### src/rtl/rm84_soft_encoder.sv
// (8,4) extended-Hamming encoder with BPSK soft-symbol mapping.
// Accepts one 4-bit message per frame and streams 8 signed symbols out, index 0 first.
`timescale 1ns/1ps
module rm84_soft_encoder #(
  parameter int          AMP   = 8,
  parameter int unsigned CNT_W = 16
) (
  input  logic             clk,
  input  logic             reset,
  input  logic             in_valid,
  input  logic [3:0]       in_msg,
  output logic             in_ready,
  output logic             out_valid,
  input  logic             out_ready,
  output logic [5:0]       out_sym,
  output logic [2:0]       out_idx,
  output logic             out_sof,
  output logic             out_eof,
  output logic [CNT_W-1:0] frame_cnt
);

  if (AMP < 1 || AMP > 31) begin : g_amp_check
    $error("rm84_soft_encoder: AMP must be within 1..31");
  end

  localparam logic [5:0] SymPos = AMP[5:0];
  localparam logic [5:0] SymNeg = 6'd0 - SymPos;

  typedef enum logic {StIdle, StSend} state_e;

  state_e     state_q;
  logic [3:0] msg_q;
  logic [2:0] idx_q;
  logic [7:0] code;
  logic       last;

  assign code = {msg_q[1] ^ msg_q[2] ^ msg_q[3],
                 msg_q[0] ^ msg_q[2] ^ msg_q[3],
                 msg_q[0] ^ msg_q[1] ^ msg_q[3],
                 msg_q[0] ^ msg_q[1] ^ msg_q[2],
                 msg_q};

  assign last = (idx_q == 3'd7);

  // Ready in the final symbol's handshake cycle lets frames run back-to-back.
  assign in_ready = (state_q == StIdle) | ((state_q == StSend) & last & out_ready);

  assign out_sym = code[idx_q] ? SymPos : SymNeg;
  assign out_idx = idx_q;
  assign out_sof = (idx_q == 3'd0);
  assign out_eof = last;

  always_ff @(posedge clk or posedge reset) begin
    if (reset) begin
      state_q   <= StIdle;
      out_valid <= 1'b0;
      msg_q     <= 4'd0;
      idx_q     <= 3'd0;
      frame_cnt <= '0;
    end else begin
      case (state_q)
        StIdle: begin
          if (in_valid) begin
            msg_q     <= in_msg;
            idx_q     <= 3'd0;
            state_q   <= StSend;
            out_valid <= 1'b1;
          end
        end
        StSend: begin
          if (out_ready) begin
            if (!last) begin
              idx_q <= idx_q + 3'd1;
            end else begin
              frame_cnt <= frame_cnt + CNT_W'(1);
              idx_q     <= 3'd0;
              if (in_valid) begin
                msg_q <= in_msg;
              end else begin
                state_q   <= StIdle;
                out_valid <= 1'b0;
              end
            end
          end
        end
        default: begin
          state_q   <= StIdle;
          out_valid <= 1'b0;
        end
      endcase
    end
  end

endmodule

### config.mk
export PLATFORM = sky130hd
export DESIGN_NAME = rm84_soft_encoder
export DESIGN_NICKNAME = d
export VERILOG_FILES = /design/src/rtl/rm84_soft_encoder.sv
export SDC_FILE = /design/constraint.sdc
export NUM_CORES = 1
export LEC_CHECK = 0
export ABC_AREA = 1
export CAP_MARGIN = 20
export CORE_MARGIN = 2
export CORE_UTILIZATION = 30
export CTS_BUF_LIST = sky130_fd_sc_hd__clkbuf_8
export CTS_CLUSTER_SIZE = 16
export DETAILED_ROUTE_END_ITERATION = 12
export PLACE_DENSITY = 0.53
export SYNTH_ARGS = -nofsm -noshare
export SYNTH_HDL_FRONTEND = slang
export SYNTH_SLANG_ARGS = --single-unit
### constraint.sdc
create_clock -name clk -period 1.9 [get_ports clk]
set_input_delay 0.19 -clock clk [delete_from_list [all_inputs] [get_ports clk]]
set_output_delay 0.19 -clock clk [all_outputs]
set_load 0.02 [all_outputs]
==> results.cfg, run 1 <==
[outcome]
status = complete, no violations

[cts]
cts_hold_buf = 0
clock_latency_ps = 280
cts-root-buf = clkbuf_8
clockBufferDepth = 2
cts_tree = done
cts_htree_levels = 1
cts_post_setup_buffers_inserted = 0
cts_buffers = 3
clock_sinks = 25
clkTransAtPathRegs_ps = 100

[worst_setup_path]
endpoint_kind = output pin
worstPathMaxFanout = 7
crit_arrival_ps = 1600
crit_type = flip-flop to output pin
crit_path_start_kind = flip-flop
cp.required_ps = 1710

[cells_and_area]
final_nets = 233
num_antenna_cells = 0
fillers = 501
multi_input_area_um2 = 679.4
regArea_um2 = 626.9
final_area_mm2 = 0.001836
layout-drive-gt1-share_pct = 6.849
area_growth_pct = 28.57

[global_routing]
antenna_found_initial = 0
grt_max_degree = 26
grt_remaining_overflow = 0
grtUsageTotal_pct = 12.22
first_global_vias = 1070
grt_first_pass_wirelength_mm = 5.071

[logic_synthesis]
synth_xor_area_share_pct = 6.135
ys_warn_count = 0
synth_top_family_by_area = simple AND/OR/NAND/NOR gates
ys_seq_area_share_pct = 43.82
ys_seq_elements = 25
yosysUniqueCellTypes = 21
synth_fa_ha_area_share_pct = 4.382
synth_area_leaders = dfrtp_1 (44%), nand2_1 (17%), inv_1 (6.0%), ha_1 (4.4%), nor2_1 (3.9%)
synth_compound_area_share_pct = 4.294
netlist.area_leader.share_pct = 43.82
synth-edff-count = 0
async_reset_ff_share_pct = 100.0
yosysTopAreaCell = dfrtp_1
postSynthAreaPerCell_um2 = 7.759
syn_inst = 184
synth_ff_type = dfrtp_1
muxShareOfSynthArea_pct = 0
synthSimpleGateAreaFrac_pct = 31.73
syn_area_mm2 = 0.001428

[placement]
port_buffers = 32
place_congestion = 0.7687
dpl.hpwl_mm = 2.262
place_area_mm2 = 0.001800

[die]
core_area_mm2 = 0.004661
die-area_mm2 = 0.005327
fp.dieH_um = 72.99
rows = 25
ios = 37
dieWidth_um = 72.99
start_util_pct = 30.63

[sta]
skew_ps = 7.558
finalSetupTns_ps = 0
finalSetupViolCount = 0
finalCritPeriodShare_pct = 94.01
timing.final.max_slew_violations = 0
finalCriticalPeriod_ps = 1786
rsz0062_at_grt = false
hold_viol = 0
fmax_mhz = 559.8

[drt]
drtIter0Drc = 69
drt_first_pass_iters = 4
via_count = 1205
remaining_drc_errors = 0
vias_per_cell = 4.414
antenna_left = 0
wl_mm = 2.936
wl_per_cell_um = 10.75

[flow_run]
cap_violations = 0

[power]
total_power_mw = 2.247
seqPwrFrac_pct = 37.9
p_sw_uw = 977.4
switching_share_pct = 43.50
ir_drop_v = 0.0003491
clockPowerShare_pct = 14.7
p_per_area_mw_per_mm2 = 1224
leakage_nw = 0.8940
p_comb_share_pct = 47.4
internal_power_mw = 1.269

[worst_hold_path]
hold_class = input port to asynchronous set/reset pin
-- critical path: stages, from the launching register on --
cell,delay (ps)
dfrtp_2,460
ha_1,230
ha_1,220
nand3_4,70
nand2_1,60
clkdlybuf4s15_1,290
-- state kept, by name (all words and copies together), names as in the netlist --
signal     count
frame_cnt     16
out_valid      1
msg_q          4
out_idx        3
state_q        1
-- per-stage QoR --
| stage | setup slack, ps | hold slack [ps] | cells | util [%] |
|---|---|---|---|---|
| 2_1_floorplan | 270.0 | 217.3 | 186 | - |
| 6_report | 113.8 | 248.3 | 273 | 39.38 |
| 3_5_place_dp | 102.3 | 493.2 | 269 | 38.63 |
| 3_3_place_gp | 140.2 | 488.4 | 269 | 38.63 |
| 4_1_cts | 66.96 | 270.9 | 273 | 39.52 |
| 5_1_grt | 19.86 | 334.6 | 273 | 39.38 |
-- metal layers --
metal	GRT usage, %	up-vias	routed length, um
met5	0	-	0
met4	4.938	0	41
met3	1.657	4	104
met2	16.82	27	1268
met1	18.93	540	1522
li1	-	634	-
-- cell usage in the layout (no fill, tap or decap) --
master	instances
nand3_1	8
nor3_1	1
nand3b_1	1
xnor2_1	5
dlygate4sd2_1	2
nor2_4	1
o21ai_0	9
nand3_2	1
conb_1	4
clkbuf_2	2
clkdlybuf4s50_1	27
nand2_1	65
clkinv_2	1
inv_1	23
a31oi_1	1
nand4_1	6
a21oi_1	2
inv_4	1
buf_4	2
dfrtp_1	24
nor2_2	1
clkbuf_8	3
nor2_1	15
ha_1	5
nand3_4	2
xor2_1	5
clkdlybuf4s15_1	1
dfrtp_2	1
-- area by class of cell --
| type | instances | area share, % |
|---|---|---|
| clock buffers | 3 | 2.249 |
| well taps | 54 | 3.681 |
| repair buffers | 34 | 17.59 |
| clock inverters | 1 | 0.2727 |
| flip-flops and latches | 25 | 34.15 |
| multi-input cells | 132 | 37.01 |
| inverters | 24 | 5.044 |
-- Yosys cell counts, types with 2 or more instances --
| cell type | count |
|---|---|
| o21ai_0 | 9 |
| nand3_1 | 8 |
| inv_1 | 23 |
| nor2_1 | 15 |
| ha_1 | 5 |
| xor2_1 | 5 |
| xnor2_1 | 5 |
| nand3_4 | 2 |
| nand2_1 | 65 |
| a21oi_1 | 2 |
| conb_1 | 2 |
| dfrtp_1 | 25 |
| buf_4 | 5 |
| nand4_1 | 6 |
-- logic make-up (layout without fill, tap and decap cells) --
logic type | Yosys count | count (layout)
and+or+nand+nor | 101 | 101
AOI/OAI and AO/OA | 12 | 12
other | 2 | 4
adders and majority gates | 5 | 5
buffers and inverters | 29 | 62
xor gates and xnor gates | 10 | 10
DFF | 25 | 25
-- repair_timing --
action | CTS | global route
pin swaps | 0 | 0
gates resized for setup | 6 | 5
endpoints found under the setup margin | 5 | 3
-- worst paths after layout --
path / from / endpoint / slack [ps] / cells past startpoint
max in group asynchronous: reset / out_idx[0] / 1370 / 3
hold / removal: reset / frame_cnt[4] / 250 / 3
setup / recovery: out_idx[0] / in_ready / 110 / 5
min in group clk: in_msg[0] / msg_q[0] / 470 / 3
setup reg to reg: out_idx[1] / frame_cnt[13] / 200 / 10
hold reg to reg: frame_cnt[14] / frame_cnt[14] / 500 / 1
-- power groups by stage --
stage / combinational, mW / clock [mW] / sequential (mW)
final: 1.07 / 0.331 / 0.851
after global placement: 1.14 / 0 / 0.864
after detailed placement: 1.14 / 0 / 0.862
after floorplan: 0.610 / 0 / 0.945
after CTS: 1.09 / 0.344 / 0.855
after global routing: 1.21 / 0.362 / 0.877
No activity file was read; power rests on OpenSTA's default activity.
==> run 2: changes to the inputs <==
- CORE_MARGIN: 2 -> 1.5
- CTS_BUF_LIST: sky130_fd_sc_hd__clkbuf_8 -> sky130_fd_sc_hd__clkbuf_8 sky130_fd_sc_hd__clkbuf_16
==> results.cfg, run 2 (synthesis results as in run 1) <==
[outcome]
status = complete, no violations

[worst_setup_path]
startpoint = out_idx[0]
crit_arrival_ps = 1590
crit_type = flip-flop to output pin
crit_path_start_kind = flip-flop
cp.required_ps = 1710
endpoint_kind = output pin
worstPathMaxFanout = 7
crit-reg2reg-launch = out_idx[0]

[cells_and_area]
fillers = 480
final_area_mm2 = 0.001837
multi_input_area_um2 = 679.4
area_growth_pct = 28.66
num_antenna_cells = 0
final_nets = 233
mostFrequentLayoutCell = nand2_1
layout-drive-gt1-share_pct = 7.306
regArea_um2 = 628.1
largest_reg_flops = 16
regMostFlops = frame_cnt
layout_common_cells = nand2_1 (65), clkdlybuf4s50_1 (27), inv_1 (23), dfrtp_1 (23), nor2_1 (15)

[sta]
hold_viol = 0
skew_ps = 7.505
finalSetupViolCount = 0
finalSetupTns_ps = 0
finalCritPeriodShare_pct = 93.88
timing.final.max_slew_violations = 0
finalCriticalPeriod_ps = 1784
rsz0062_at_grt = false
fmax_mhz = 560.7

[global_routing]
grt_max_degree = 26
grtUsageTotal_pct = 12.68
grt_remaining_overflow = 0
first_global_vias = 1074
antenna_found_initial = 0
grt_first_pass_wirelength_mm = 5.112

[flow_run]
cap_violations = 0

[drt]
via_count = 1187
antenna_left = 0
dr_wl_met2_mm = 1.218
wl_mm = 2.964
highest_layer = met4
remaining_drc_errors = 0
drtIter0Drc = 44
wl_per_cell_um = 10.94
met3WireLength_um = 118
drt_first_pass_iters = 4
vias_per_cell = 4.380
wl_met1_mm = 1.567

[cts]
clock_sinks = 25
cts-root-buf = clkbuf_8
cts_tree = done
clkTransAtPathRegs_ps = 100
cts_buffers = 3
clockBufferDepth = 2
clock_latency_ps = 280
cts_htree_levels = 1

[die]
dieWidth_um = 71.99
ios = 37
fp.dieH_um = 71.99
core_area_mm2 = 0.004474
rows = 24
start_util_pct = 31.91
die-area_mm2 = 0.005182

[placement]
place_area_mm2 = 0.001798
dpl.hpwl_mm = 2.256
port_buffers = 32
place_congestion = 0.7936

[worst_hold_path]
hold_class = input port to asynchronous set/reset pin

[power]
leakage_nw = 0.8892
ir_drop_v = 0.0004094
p_per_area_mw_per_mm2 = 1233
==> run 2: changes by cell type in the layout (fill, tap and decap cells not counted), sizes merged <==
cell,previous run,this run
clkinvlp,0,1
clkinv,1,0
==> run 2: stage by stage <==
| stage | hold slack [ps] | cells | setup WS (ps) | total power [mW] | util [%] |
|---|---|---|---|---|---|
| global placement | 494.3 | 267 | 142.3 | 2.008 | 40.18 |
| floorplan | 217.3 | 186 | 270.0 | 1.555 | - |
| detailed placement | 491.0 | 267 | 103.8 | 2.009 | 40.18 |
| global route | 299.2 | 271 | 1.759 | 2.477 | 41.05 |
| CTS | 265.1 | 271 | 66.72 | 2.307 | 41.16 |
| finish | 250.0 | 271 | 116.4 | 2.265 | 41.05 |
==> run 2: path summary, 6_finish.rpt <==
path,to,slack (ps),cells after the start
min in group clk,msg_q[3],470,3
min,frame_cnt[5],250,3
min reg2reg,frame_cnt[14],500,1
max in group asynchronous,out_idx[0],1380,3
max reg2reg,frame_cnt[13],220,10
max,in_ready,120,5
==> run 2: metal layers <==
metal  up-vias  track usage [%]
met5         -                0
met4         0            5.660
met3         4            2.083
met2        30            18.11
met1       517            18.73
li1        636                -
==> run 2: worst max-delay path, cell delays in order, from the launching register on <==
cell and delay (ps):
dfrtp_2 450, ha_1 230, ha_1 210, nand3_4 60
nand2_1 70, clkdlybuf4s15_1 290
==> run 2: layout make-up <==
| cell class | count | share of cell area [%] |
|---|---|---|
| sequential | 25 | 34.20 |
| inverter | 24 | 5.041 |
| timing repair buffer | 34 | 17.57 |
| clock inverter | 1 | 0.4087 |
| tap | 52 | 3.542 |
| multi-input combinational | 132 | 36.99 |
| clock buffer | 3 | 2.248 |
==> run 2: repair_timing <==
item                                    4_1_cts  5_1_grt
buffers inserted                              0        0
resized for setup                             6        6
endpoints found under the setup margin        5        4
hold buffers                                  0        0
==> run 2: where the power goes <==
part / internal, mW / switching (mW)
Clock: 0.149 / 0.185
Combinational: 0.443 / 0.632
Sequential: 0.682 / 0.173
Total: 1.27 / 0.991
==> run 3: changes to the inputs <==
- CORE_UTILIZATION: 30 -> 45
- CTS_BUF_LIST: sky130_fd_sc_hd__clkbuf_8 sky130_fd_sc_hd__clkbuf_16 -> sky130_fd_sc_hd__clkbuf_16
- PLACE_DENSITY: 0.53 -> 0.74
==> results.cfg, run 3 (synthesis results as in run 1) <==
[cts]
cts_hold_buf = 0
cts-root-buf = clkbuf_16
clock_latency_ps = 260
clkTransAtPathRegs_ps = 60
cts_post_setup_buffers_inserted = 0
cts_htree_levels = 1
clockBufferDepth = 2
clock_sinks = 25
cts_resized = 5
cts_tree = done
cts_buffers = 3

[sta]
finalCritPeriodShare_pct = 94.11
finalSetupTns_ps = 0
hold_viol = 0
rsz0062_at_grt = false
fmax_mhz = 559.3
finalCriticalPeriod_ps = 1788
skew_ps = 4.064
whs_ps = 275.1
finalSetupViolCount = 0
timing.final.max_slew_violations = 0

[drt]
drtIter0Drc = 31
remaining_drc_errors = 0
drt_first_pass_iters = 4
via_count = 1202
wl_mm = 2.793
antenna_left = 0
wl_per_cell_um = 10.62
vias_per_cell = 4.570

[cells_and_area]
regMostFlops = frame_cnt
fin_util_pct = 61.65
largest_reg_flops = 16
area_growth_pct = 30.76
num_antenna_cells = 0
final_nets = 233
fillers = 289
final_area_mm2 = 0.001867
mostFrequentLayoutCell = nand2_1
layout-drive-gt1-share_pct = 5.936
layout_common_cells = nand2_1 (65), clkdlybuf4s50_1 (27), dfrtp_1 (24)

[worst_setup_path]
crit-reg2reg-launch = out_idx[1]
endpoint_kind = output pin
startpoint = out_idx[0]
r2r.worst_path.cells = 7
crit_arrival_ps = 1600
worstPathMaxFanout = 7
r2r_end = frame_cnt[14]
rrSetupSlack_ps = 140
crit_path_start_kind = flip-flop
cp.required_ps = 1710
crit_type = flip-flop to output pin
critPathCapture = in_ready

[placement]
port_buffers = 32
place_area_mm2 = 0.001788
dpl.hpwl_mm = 2.085
place_congestion = 0.8448

[global_routing]
grt_max_degree = 26
antenna_found_initial = 0
grt_first_pass_wirelength_mm = 4.830
grtUsageTotal_pct = 18.12
first_global_vias = 1103
grt_remaining_overflow = 0

[die]
core_area_mm2 = 0.003028
rows = 20
ios = 37
fp.dieH_um = 59.33
dieWidth_um = 59.33
die-area_mm2 = 0.003519
start_util_pct = 47.15

[power]
p_per_area_mw_per_mm2 = 1288
ir_drop_v = 0.0005115
leakage_nw = 0.9267

[worst_hold_path]
hold_class = input port to asynchronous set/reset pin

[flow_run]
cap_violations = 0

[outcome]
status = complete, no violations
==> run 3: report_power, final <==
group	switching, mW	total (mW)	internal [mW]	leakage [nW]
combinational	0.624	1.08	0.460	0.567
sequential	0.170	0.852	0.681	0.319
clock	0.185	0.469	0.284	0.0409
==> run 3: worst min-delay path by stage <==
stage               slack, ps       endpoint           from
floorplan                 220   frame_cnt[0]          reset
global placement          480  frame_cnt[14]  frame_cnt[14]
detailed placement        490  frame_cnt[14]  frame_cnt[14]
CTS                       290       msg_q[1]          reset
global route              320   frame_cnt[7]          reset
finish                    280   frame_cnt[7]          reset
==> run 3: per-stage QoR <==
stage	total power [mW]	worst slack, ps	std cells
4_1_cts	2.426	11.32	263
6_report	2.404	111.9	263
3_5_place_dp	1.991	97.22	259
2_1_floorplan	1.555	270.0	186
5_1_grt	2.598	2.900	263
3_3_place_gp	1.980	143.6	259
==> run 3: critical path, stage by stage (launching register included) <==
cell	delay, ps
dfrtp_2	450
ha_1	230
ha_1	210
nand3_4	60
nand2_1	60
dlygate4sd2_1	320
==> run 3: area by class of cell <==
| class | count | area [um2] | area share (%) |
|---|---|---|---|
| clock buffers | 3 | 75.07 | 4.021 |
| clock inverters | 1 | 5.005 | 0.2681 |
| inverters | 24 | 92.59 | 4.960 |
| multi-input cells | 132 | 679.4 | 36.39 |
| flip-flops and latches | 25 | 626.9 | 33.58 |
| well taps | 44 | 55.05 | 2.949 |
| repair buffers | 34 | 332.8 | 17.83 |
==> run 3: routing by layer <==
| layer | wire (um) | global-route usage [%] | vias to the layer above |
|---|---|---|---|
| met4 | 35 | 7.792 | 0 |
| met3 | 112 | 1.965 | 4 |
| met5 | 0 | 0 | - |
| met1 | 1447 | 25.56 | 528 |
| met2 | 1197 | 28.10 | 31 |
| li1 | - | - | 639 |
